**src/rtl/riscv_pkg.sv**
```systemverilog
// ============================================================================
// Module   : riscv_pkg
// Brief    : Shared widths, reset PC and fetch entry type for the fetch stage.
// Revision : 1.0
// ============================================================================
`default_nettype none

package riscv_pkg;
    localparam int              XLEN     = 64;
    localparam int              INSTR_W  = 32;
    localparam logic [XLEN-1:0] RESET_PC = '0;

    typedef struct packed {
        logic [XLEN-1:0]    pc;
        logic [INSTR_W-1:0] instr;
    } fetch_entry_t;
endpackage

`default_nettype wire

```
**src/rtl/fetch_fifo.sv**
```systemverilog
// ============================================================================
// Module   : fetch_fifo
// Brief    : Power-of-two synchronous FIFO with flush, used for the in-flight
//            PC queue and the instruction buffer.
// Revision : 1.0
// ============================================================================
`default_nettype none

module fetch_fifo #(
    parameter int WIDTH = 8,
    parameter int DEPTH = 2
) (
    input  logic                       clk,
    input  logic                       rst_n,
    input  logic                       i_push,
    input  logic [WIDTH-1:0]           i_data,
    input  logic                       i_pop,
    input  logic                       i_flush,
    output logic [WIDTH-1:0]           o_data,
    output logic                       o_full,
    output logic                       o_empty,
    output logic [$clog2(DEPTH):0]     o_count
);
    localparam int AW = $clog2(DEPTH);
    localparam int CW = AW + 1;

    logic [WIDTH-1:0] r_mem [DEPTH];
    logic [AW-1:0]    r_wr_ptr;
    logic [AW-1:0]    r_rd_ptr;
    logic [CW-1:0]    r_count;
    logic             w_push;
    logic             w_pop;

    assign o_empty = (r_count == '0);
    assign o_full  = (r_count == CW'(DEPTH));
    assign o_count = r_count;
    assign o_data  = r_mem[r_rd_ptr];

    assign w_pop  = i_pop && !o_empty;
    // A push into a full FIFO is accepted only when the head leaves in the same cycle.
    assign w_push = i_push && (!o_full || w_pop);

    always_ff @(posedge clk or negedge rst_n) begin
        if (!rst_n) begin
            r_wr_ptr <= '0;
            r_rd_ptr <= '0;
            r_count  <= '0;
        end else if (i_flush) begin
            r_wr_ptr <= '0;
            r_rd_ptr <= '0;
            r_count  <= '0;
        end else begin
            if (w_push) r_wr_ptr <= r_wr_ptr + AW'(1);
            if (w_pop)  r_rd_ptr <= r_rd_ptr + AW'(1);
            case ({w_push, w_pop})
                2'b10:   r_count <= r_count + CW'(1);
                2'b01:   r_count <= r_count - CW'(1);
                default: r_count <= r_count;
            endcase
        end
    end

    always_ff @(posedge clk) begin
        if (w_push && !i_flush) r_mem[r_wr_ptr] <= i_data;
    end

    a_no_overflow: assert property (@(posedge clk) disable iff (!rst_n)
        !(i_push && o_full && !i_pop && !i_flush));
endmodule

`default_nettype wire

```
**src/rtl/instr_fetch_unit.sv**
```systemverilog
// ============================================================================
// Module   : instr_fetch_unit
// Brief    : Credit-limited instruction fetch stage: owns the PC, tracks
//            in-flight fetches, buffers instructions and handles redirects.
// Revision : 1.0
// ============================================================================
`default_nettype none

module instr_fetch_unit
    import riscv_pkg::*;
#(
    parameter int              XLEN     = riscv_pkg::XLEN,
    parameter logic [XLEN-1:0] RESET_PC = riscv_pkg::RESET_PC,
    parameter int              DEPTH    = 2
) (
    input  logic            clk,
    input  logic            rst_n,
    output logic            imem_req_valid,
    input  logic            imem_req_ready,
    output logic [XLEN-1:0] imem_req_addr,
    input  logic            imem_resp_valid,
    input  logic [31:0]     imem_resp_data,
    input  logic            redirect_valid,
    input  logic [XLEN-1:0] redirect_pc,
    output logic            out_valid,
    input  logic            out_ready,
    output logic [31:0]     out_instr,
    output logic [XLEN-1:0] out_pc
);
    localparam int CW = $clog2(DEPTH) + 1;
    localparam int SW = CW + 2;

    logic            r_active;
    logic [XLEN-1:0] r_pc;
    logic [CW-1:0]   r_drop;

    logic [CW-1:0]   w_pcq_count;
    logic [CW-1:0]   w_buf_count;
    logic            w_pcq_empty;
    logic            w_pcq_full;
    logic            w_buf_empty;
    logic            w_buf_full;
    logic [XLEN-1:0] w_resp_pc;
    logic [XLEN-1:0] w_redirect_pc;
    logic [SW-1:0]   w_inflight;
    logic [CW-1:0]   w_drop_redirect;
    logic            w_req_fire;
    logic            w_resp_drop;
    logic            w_resp_take;
    logic            w_resp_any;
    logic            w_out_fire;
    fetch_entry_t    w_buf_in;
    fetch_entry_t    w_buf_head;

    assign w_inflight     = SW'(w_pcq_count) + SW'(w_buf_count) + SW'(r_drop);
    assign imem_req_valid = r_active && (w_inflight < SW'(DEPTH));
    assign imem_req_addr  = r_pc;
    assign w_req_fire     = imem_req_valid && imem_req_ready;

    assign w_resp_drop = imem_resp_valid && (r_drop != '0);
    assign w_resp_take = imem_resp_valid && (r_drop == '0) && !w_pcq_empty;
    assign w_resp_any  = w_resp_drop || w_resp_take;

    // Everything still owed by memory becomes a drop, including a fetch accepted
    // this very cycle, minus any response that lands alongside the redirect.
    assign w_drop_redirect = CW'(SW'(r_drop) + SW'(w_pcq_count) + SW'(w_req_fire)
                                - SW'(w_resp_any));
    assign w_redirect_pc   = redirect_pc & ~XLEN'(3);

    assign w_buf_in.pc    = w_resp_pc;
    assign w_buf_in.instr = imem_resp_data;

    assign out_valid  = !w_buf_empty;
    assign w_out_fire = out_valid && out_ready;
    assign out_instr  = out_valid ? w_buf_head.instr : '0;
    assign out_pc     = out_valid ? w_buf_head.pc    : '0;

    always_ff @(posedge clk or negedge rst_n) begin
        if (!rst_n) begin
            r_active <= 1'b0;
            r_pc     <= {RESET_PC[XLEN-1:2], 2'b00};
            r_drop   <= '0;
        end else begin
            r_active <= 1'b1;
            if (redirect_valid) begin
                r_pc   <= w_redirect_pc;
                r_drop <= w_drop_redirect;
            end else begin
                if (w_req_fire)  r_pc   <= r_pc + XLEN'(4);
                if (w_resp_drop) r_drop <= r_drop - CW'(1);
            end
        end
    end

    fetch_fifo #(
        .WIDTH (XLEN),
        .DEPTH (DEPTH)
    ) u_pc_queue (
        .clk     (clk),
        .rst_n   (rst_n),
        .i_push  (w_req_fire),
        .i_data  (r_pc),
        .i_pop   (w_resp_take),
        .i_flush (redirect_valid),
        .o_data  (w_resp_pc),
        .o_full  (w_pcq_full),
        .o_empty (w_pcq_empty),
        .o_count (w_pcq_count)
    );

    fetch_fifo #(
        .WIDTH ($bits(fetch_entry_t)),
        .DEPTH (DEPTH)
    ) u_instr_buf (
        .clk     (clk),
        .rst_n   (rst_n),
        .i_push  (w_resp_take),
        .i_data  (w_buf_in),
        .i_pop   (w_out_fire),
        .i_flush (redirect_valid),
        .o_data  (w_buf_head),
        .o_full  (w_buf_full),
        .o_empty (w_buf_empty),
        .o_count (w_buf_count)
    );

    a_buf_no_overflow: assert property (@(posedge clk) disable iff (!rst_n)
        !(w_resp_take && w_buf_full && !w_out_fire && !redirect_valid));
    a_pcq_no_overflow: assert property (@(posedge clk) disable iff (!rst_n)
        !(w_req_fire && w_pcq_full && !w_resp_take && !redirect_valid));
    a_drop_bound: assert property (@(posedge clk) disable iff (!rst_n)
        r_drop <= CW'(DEPTH));
endmodule

`default_nettype wire
```
**config.mk**
```make
export PLATFORM = sky130hd
export DESIGN_NAME = instr_fetch_unit
export DESIGN_NICKNAME = d
export VERILOG_FILES = /design/src/rtl/riscv_pkg.sv /design/src/rtl/fetch_fifo.sv /design/src/rtl/instr_fetch_unit.sv
export SDC_FILE = /design/constraint.sdc
export NUM_CORES = 1
export LEC_CHECK = 0
export CAP_MARGIN = 40
export CORE_UTILIZATION = 30
export CTS_BUF_LIST = sky130_fd_sc_hd__clkbuf_4 sky130_fd_sc_hd__clkbuf_8
export CTS_CLUSTER_SIZE = 25
export DETAILED_ROUTE_END_ITERATION = 6
export GPL_TIMING_DRIVEN = 0
export HOLD_SLACK_MARGIN = 0.02
export PLACE_DENSITY = 0.56
export SYNTH_ARGS = -nofsm -noshare
export SYNTH_HDL_FRONTEND = slang
export SYNTH_SLANG_ARGS = --single-unit
```
**constraint.sdc**
```tcl
create_clock -name clk -period 27.4 [get_ports clk]
set_clock_uncertainty 0.2 [all_clocks]
set_input_delay 4.11 -clock clk [delete_from_list [all_inputs] [get_ports clk]]
set_output_delay 4.11 -clock clk [all_outputs]
set_load 0.1 [all_outputs]
```
; Yosys cells after proc, flatten, opt, wreduce, memory -nomap -nowiden
; Memory sizes are Yosys's and may differ from the RTL's.
; Cells that the tools add are included.
[totals]
inputBits = 102
memories = 2
register_bits = 75
ram_bits = 320
wordCells = 87
[classes]
n_mux = 22
n_reduce_logical = 32
magnitude_cmp = 1
n_eq_ne = 6
add_sub_neg = 15
[mem_list]
columns = memory, words, word_bits, rd, rd_clocked_by_memory_dff, wr, line
row1 = u_instr_buf.r_mem, 2, 96, 1, 0, 1, fetch_fifo.sv:27  ; logic [WIDTH-1:0] r_mem [DEPTH];
row2 = u_pc_queue.r_mem, 2, 64, 1, 0, 1, fetch_fifo.sv:27
[ops]
columns = operator, n
row1 = 64-bit 2-to-1 mux, 3
row2 = 64-bit by 3-bit adder with 64-bit output (second input constant), 1
row3 = 32-bit 2-to-1 mux, 1
row4 = 2-bit nonzero test, 7
row5 = 1-bit logical AND, 12
row6 = 1-bit 2-to-1 mux, 12
row7 = 2-bit equality test (second input constant), 4
row8 = 2-bit 2-to-1 mux, 4
row9 = 2-bit one-hot mux with 2 select lines, 2
row10 = 2-bit logical NOT, 3
row11 = 3-bit nonzero test, 2
row12 = 2-bit by 1-bit subtractor with 2-bit output (second input constant), 3
row13 = 1-bit logical NOT, 5
row14 = 1-bit adder (second input constant), 4
row15 = 2-bit by 1-bit adder with 2-bit output (second input constant), 2
row16 = 3-bit by 2-bit adder with 4-bit output, 1
row17 = 2-bit by 1-bit equality test with 1-bit output (second input constant), 2
row18 = 4-bit by 2-bit < comparator with 1-bit output (second input constant), 1
row19 = 2-bit by 2-bit adder with 3-bit output, 1
row20 = 1-bit logical OR, 3
row21 = 2-bit by 1-bit adder with 2-bit output, 1
row22 = 2-bit adder, 1
row23 = 2-bit by 1-bit subtractor with 2-bit output, 1

; Logic depth before layout (Yosys ltp)
[depth]
depth_word = 9
depth_mapped = 13
depth_no_buf = 11

; Hierarchy
; A second synthesis with hierarchy kept.
[unflattened]
hier_cells = 1139
hier_area_um2 = 16826.1
[by_module_without_submodules]
columns = mod, n_inst, area_per_inst_um2, cells_per_inst
row1 = fetch_fifo (u_instr_buf), 1, 7189.4, 324
row2 = fetch_fifo (u_pc_queue), 1, 4853.4, 224
row3 = instr_fetch_unit, 1, 4783.3, 591

; Least setup slack after synthesis
; Ideal clock, no wire load.
[synth_path]
path_type = input to register
from = in redirect_valid
to = mem u_instr_buf.r_mem[1][0] in the netlist's numbering (enable)
arrival_ps = 11509
cell_stages = 4
path_buffers = 3
setup_slack_ps = 15009
cell_sequence = clkbuf_1 > clkbuf_1 > clkbuf_1 > nor3b_1
[synth_between]
elab_chain_len = 4
[synth_lines]
columns = item, line
row1 = from (decl), instr_fetch_unit.sv:23  ; input logic redirect_valid,
row2 = 1-bit logical NOT, fetch_fifo.sv:64  ; if (w_push && !i_flush) r_mem[r_wr_ptr] <= i_data;
row3 = 1-bit logical AND, fetch_fifo.sv:64
row4 = 1-bit 2-to-1 mux, fetch_fifo.sv:64
row5 = 1-bit 2-to-1 mux (implied by the code), fetch_fifo.sv:64
row6 = to (decl), fetch_fifo.sv:27
; No other way between the ends.

; Worst setup path after layout
[layout_path]
from = reg u_instr_buf.r_rd_ptr
to = out out_pc[53]
[layout_between]
elab_chain_len = 2
[layout_lines]
columns = item, line
row1 = from (decl), fetch_fifo.sv:29  ; logic [AW-1:0] r_rd_ptr;
row2 = from (signal assigned), fetch_fifo.sv:54  ; if (w_pop) r_rd_ptr <= r_rd_ptr + AW'(1);
row3 = memory read 2 x 96 bit, --
row4 = 64-bit 2-to-1 mux, instr_fetch_unit.sv:76  ; assign out_pc = out_valid ? w_buf_head.pc : '0;
row5 = to (decl), instr_fetch_unit.sv:28  ; output logic [XLEN-1:0] out_pc
; No other way between the ends.

==> flow_metrics.env <==
export IMPL_crit_family="buffers and inverters"
export IMPL_grt_pass1_vias=11500
export IMPL_die_w_um=232
export IMPL_dp_slack_ps=19840
export IMPL_cts_sinks=385
export IMPL_setup_violations_final=0
export IMPL_grt_usage=0.174
export IMPL_yosysTopAreaCellShare=0.589
export IMPL_use_met2=0.294
export IMPL_cp_slowest_cell="clkbuf_1"
export IMPL_async_flop_share=0.190
export IMPL_fin_cells=2379
export IMPL_internal_power_mw=1.11
export IMPL_cts_buffer_depth=3
export IMPL_netlist_area_sq_um=15900
export IMPL_post_place_cells=2249
export IMPL_power_density_nw_per_um2=64.5
export IMPL_use_met3=0.0368
export IMPL_hold_class="flop to flop"
export IMPL_outcome="finished clean"
export IMPL_grt_busiest_layer="met2"
export IMPL_row_count=84
export IMPL_cp_arrival_ps=3740
export IMPL_relSlewSlack=0.456
export IMPL_antenna_found_initial=2
export IMPL_synth_cells=1098
export IMPL_drt_pass1_iter_count=5
export IMPL_cts_tree="built"
export IMPL_yosys_most_used_dff="edfxtp_1"
export IMPL_p_clk_frac=0.353
export IMPL_critical_path_max_stage_delay_ps=630
export IMPL_drtIter0Drc=530
export IMPL_finalNetCount=1742
export IMPL_numPortBuffers=256
export IMPL_p_switching_mw=0.453
export IMPL_ff2ff_setup_slack_ps=23150
export IMPL_fmax_mhz=124
export IMPL_grt_overflow_total=0
export IMPL_ir_drop_mv=0.0323
export IMPL_path_buf_inv=6
export IMPL_post_cts_buffers=0
export IMPL_vias=11100
export IMPL_fin_crit_ps=8050
export IMPL_vias_per_cell=4.66
export IMPL_avgSynthCellArea_sq_um=14.5
export IMPL_cts_repair_resized=0
export IMPL_dp_hpwl_mm=34.0
export IMPL_seqPwrFrac=0.443
export IMPL_yosysWarningCount=0
export IMPL_use_met1=0.212
export IMPL_tightest_slew_ps=812
export IMPL_cts_root_buf="clkbuf_8"
export IMPL_synth_most_common_cell="edfxtp_1"
export IMPL_swShare=0.290
export IMPL_htreeDepth=3
export IMPL_final_hold_viol_count=0
export IMPL_fin_ws_ps=19350
export IMPL_cts_hold_fix_buffers=0
export IMPL_synth_seq_area_share=0.704
export IMPL_cts_buffers=69
export IMPL_routed_wl_mm=46.0
export IMPL_path_cells="clkbuf_1, buf_1, buf_8, clkbuf_1, mux2i_1, nor2_1, clkdlybuf4s50_1, buf_8"
export IMPL_power_frac_comb=0.204
export IMPL_crit_type="flop to primary output"
export IMPL_end_kind="primary output"
export IMPL_netlist_cell_type_count=54
export IMPL_power_leakage_nw=8.54
export IMPL_num_io_pins=264
export IMPL_coreArea_sq_um=52400
export IMPL_drive_gt1_frac=0.246
export IMPL_avgRoutedWirePerCell_um=19.3
export IMPL_finalCritPeriodShare=0.294
export IMPL_drtAntennaViolNets=0
export IMPL_netlist_top_cells_count="312 x edfxtp_1, 126 x nor2_1, 95 x mux2i_1, 73 x dfrtp_1, 68 x nand2_1"
export IMPL_worst_path_max_fanout=10
export IMPL_gp_congestion=0.814
export IMPL_synth_seq_cells=385
export IMPL_rsz0062_at_grt="false"
export IMPL_drv_cap=0
export IMPL_drc=0
export IMPL_start_util=0.303
export IMPL_grt_max_degree=56
export IMPL_synth_area_leaders="edfxtp_1 59%, dfrtp_1 11%, mux2i_1 6.0%"
export IMPL_yosysTopAreaCell="edfxtp_1"
export IMPL_die_h_um=232
export IMPL_fin_util=0.462
export IMPL_grt_pass1_wl_mm=69.5
export IMPL_path_clk_slew_ps=60
export IMPL_tns_ps=0
export IMPL_die_area_sq_um=54000
export IMPL_syn_to_final_growth_pct=52.3
export IMPL_slew_viol_final=0
export IMPL_fillers=4561
export IMPL_clk_latency_ps=640
export IMPL_required_ps=23090
export IMPL_cp_start_kind="flop"
export IMPL_synth_edff_count=312
## flip-flops by register name, indices dropped and copies added (netlist names)
register	cells
r_active	1
r_drop	2
u_pc_queue.o_count	2
u_instr_buf.o_count	2
u_instr_buf.r_rd_ptr	1
u_pc_queue.r_wr_ptr	1
u_pc_queue.r_mem	124
imem_req_addr	62
u_pc_queue.r_rd_ptr	1
u_instr_buf.r_wr_ptr	1
u_instr_buf.r_mem	188
## routing by layer
metal  share of wire  routed length (um)
met2            0.50               23100
met4           0.029                1340
met3           0.050                2280
met5               0                   0
met1            0.42               19300
## area by class of cell
cell class	count	area [sq um]	share of cell area
clock buffers	103	1260	0.0521
multi-input cells	639	4410	0.182
plain buffers	60	275	0.0114
well taps	688	861	0.0355
clock inverters	25	173	0.00713
inverters	17	63.8	0.00263
diodes	2	5.00	0.000207
flip-flops and latches	385	11200	0.462
repair buffers	460	5990	0.247
## power groups by stage
stage                     registers, mW  logic (mW)  clock network (mW)
after floorplan                   0.762       0.113                   0
after global placement            0.708       0.250                   0
after detailed placement          0.704       0.321                   0
after CTS                         0.693       0.322               0.570
after global routing              0.696       0.336               0.594
final                             0.693       0.319               0.551
## placed cells by master (no fill, tap or decap), types with 25 or more instances in the layout
master	synthesis	final
buf_16	0	48
buf_4	5	27
buf_8	0	115
clkbuf_1	39	38
clkbuf_4	0	25
clkbuf_8	1	79
clkdlybuf4s50_1	0	255
dfrtp_1	73	73
edfxtp_1	312	312
mux2_2	63	63
mux2i_1	95	95
nand2_1	68	68
nand3_1	29	29
nand4_1	26	26
nor2_1	126	126
o21ai_0	51	51
xor2_1	35	35
## through the flow
step	power (mW)	hold slack, ps	cell area, sq um
2_1_floorplan	0.875	319	15900
4_1_cts	1.58	354	24200
6_report	1.56	357	24200
3_5_place_dp	1.02	348	22800
5_1_grt	1.63	375	24200
3_3_place_gp	0.958	335	19300
## final timing paths
| kind | startpoint | endpoint | cells past startpoint |
|---|---|---|---|
| worst max-delay path | u_instr_buf.r_rd_ptr$_DFFE_PN0P_ | out_pc[53] | 8 |
| worst min-delay path | u_pc_queue.r_mem[1][57]$_DFFE_PP_ | u_instr_buf.r_mem[0][89]$_DFFE_PP_ | 1 |
| min in group asynchronous | rst_n | imem_req_addr[51]$_DFFE_PN0P_ | 1 |
| worst min register to register | u_pc_queue.r_mem[1][57]$_DFFE_PP_ | u_instr_buf.r_mem[0][89]$_DFFE_PP_ | 1 |
| max in group asynchronous | rst_n | imem_req_addr[23]$_DFFE_PN0P_ | 2 |
| worst max register to register | u_instr_buf.o_count[1]$_DFFE_PN0P_ | u_pc_queue.r_mem[1][8]$_DFFE_PP_ | 14 |
## cell families (layout without fill, tap and decap cells)
logic type                 count (synthesis)  count (layout)  synth area share
buffers and inverters                     77             665            0.0212
other                                      2               7          0.000472
AOI/OAI and AO/OA                         95              95            0.0349
muxes                                    158             158             0.104
and+or+nand+nor                          323             323             0.100
xor gates and xnor gates                  50              50            0.0275
DFF                                      385             385             0.704
adders and majority gates                  8               8           0.00724
Note: power is estimated with default switching activity, not from simulation.
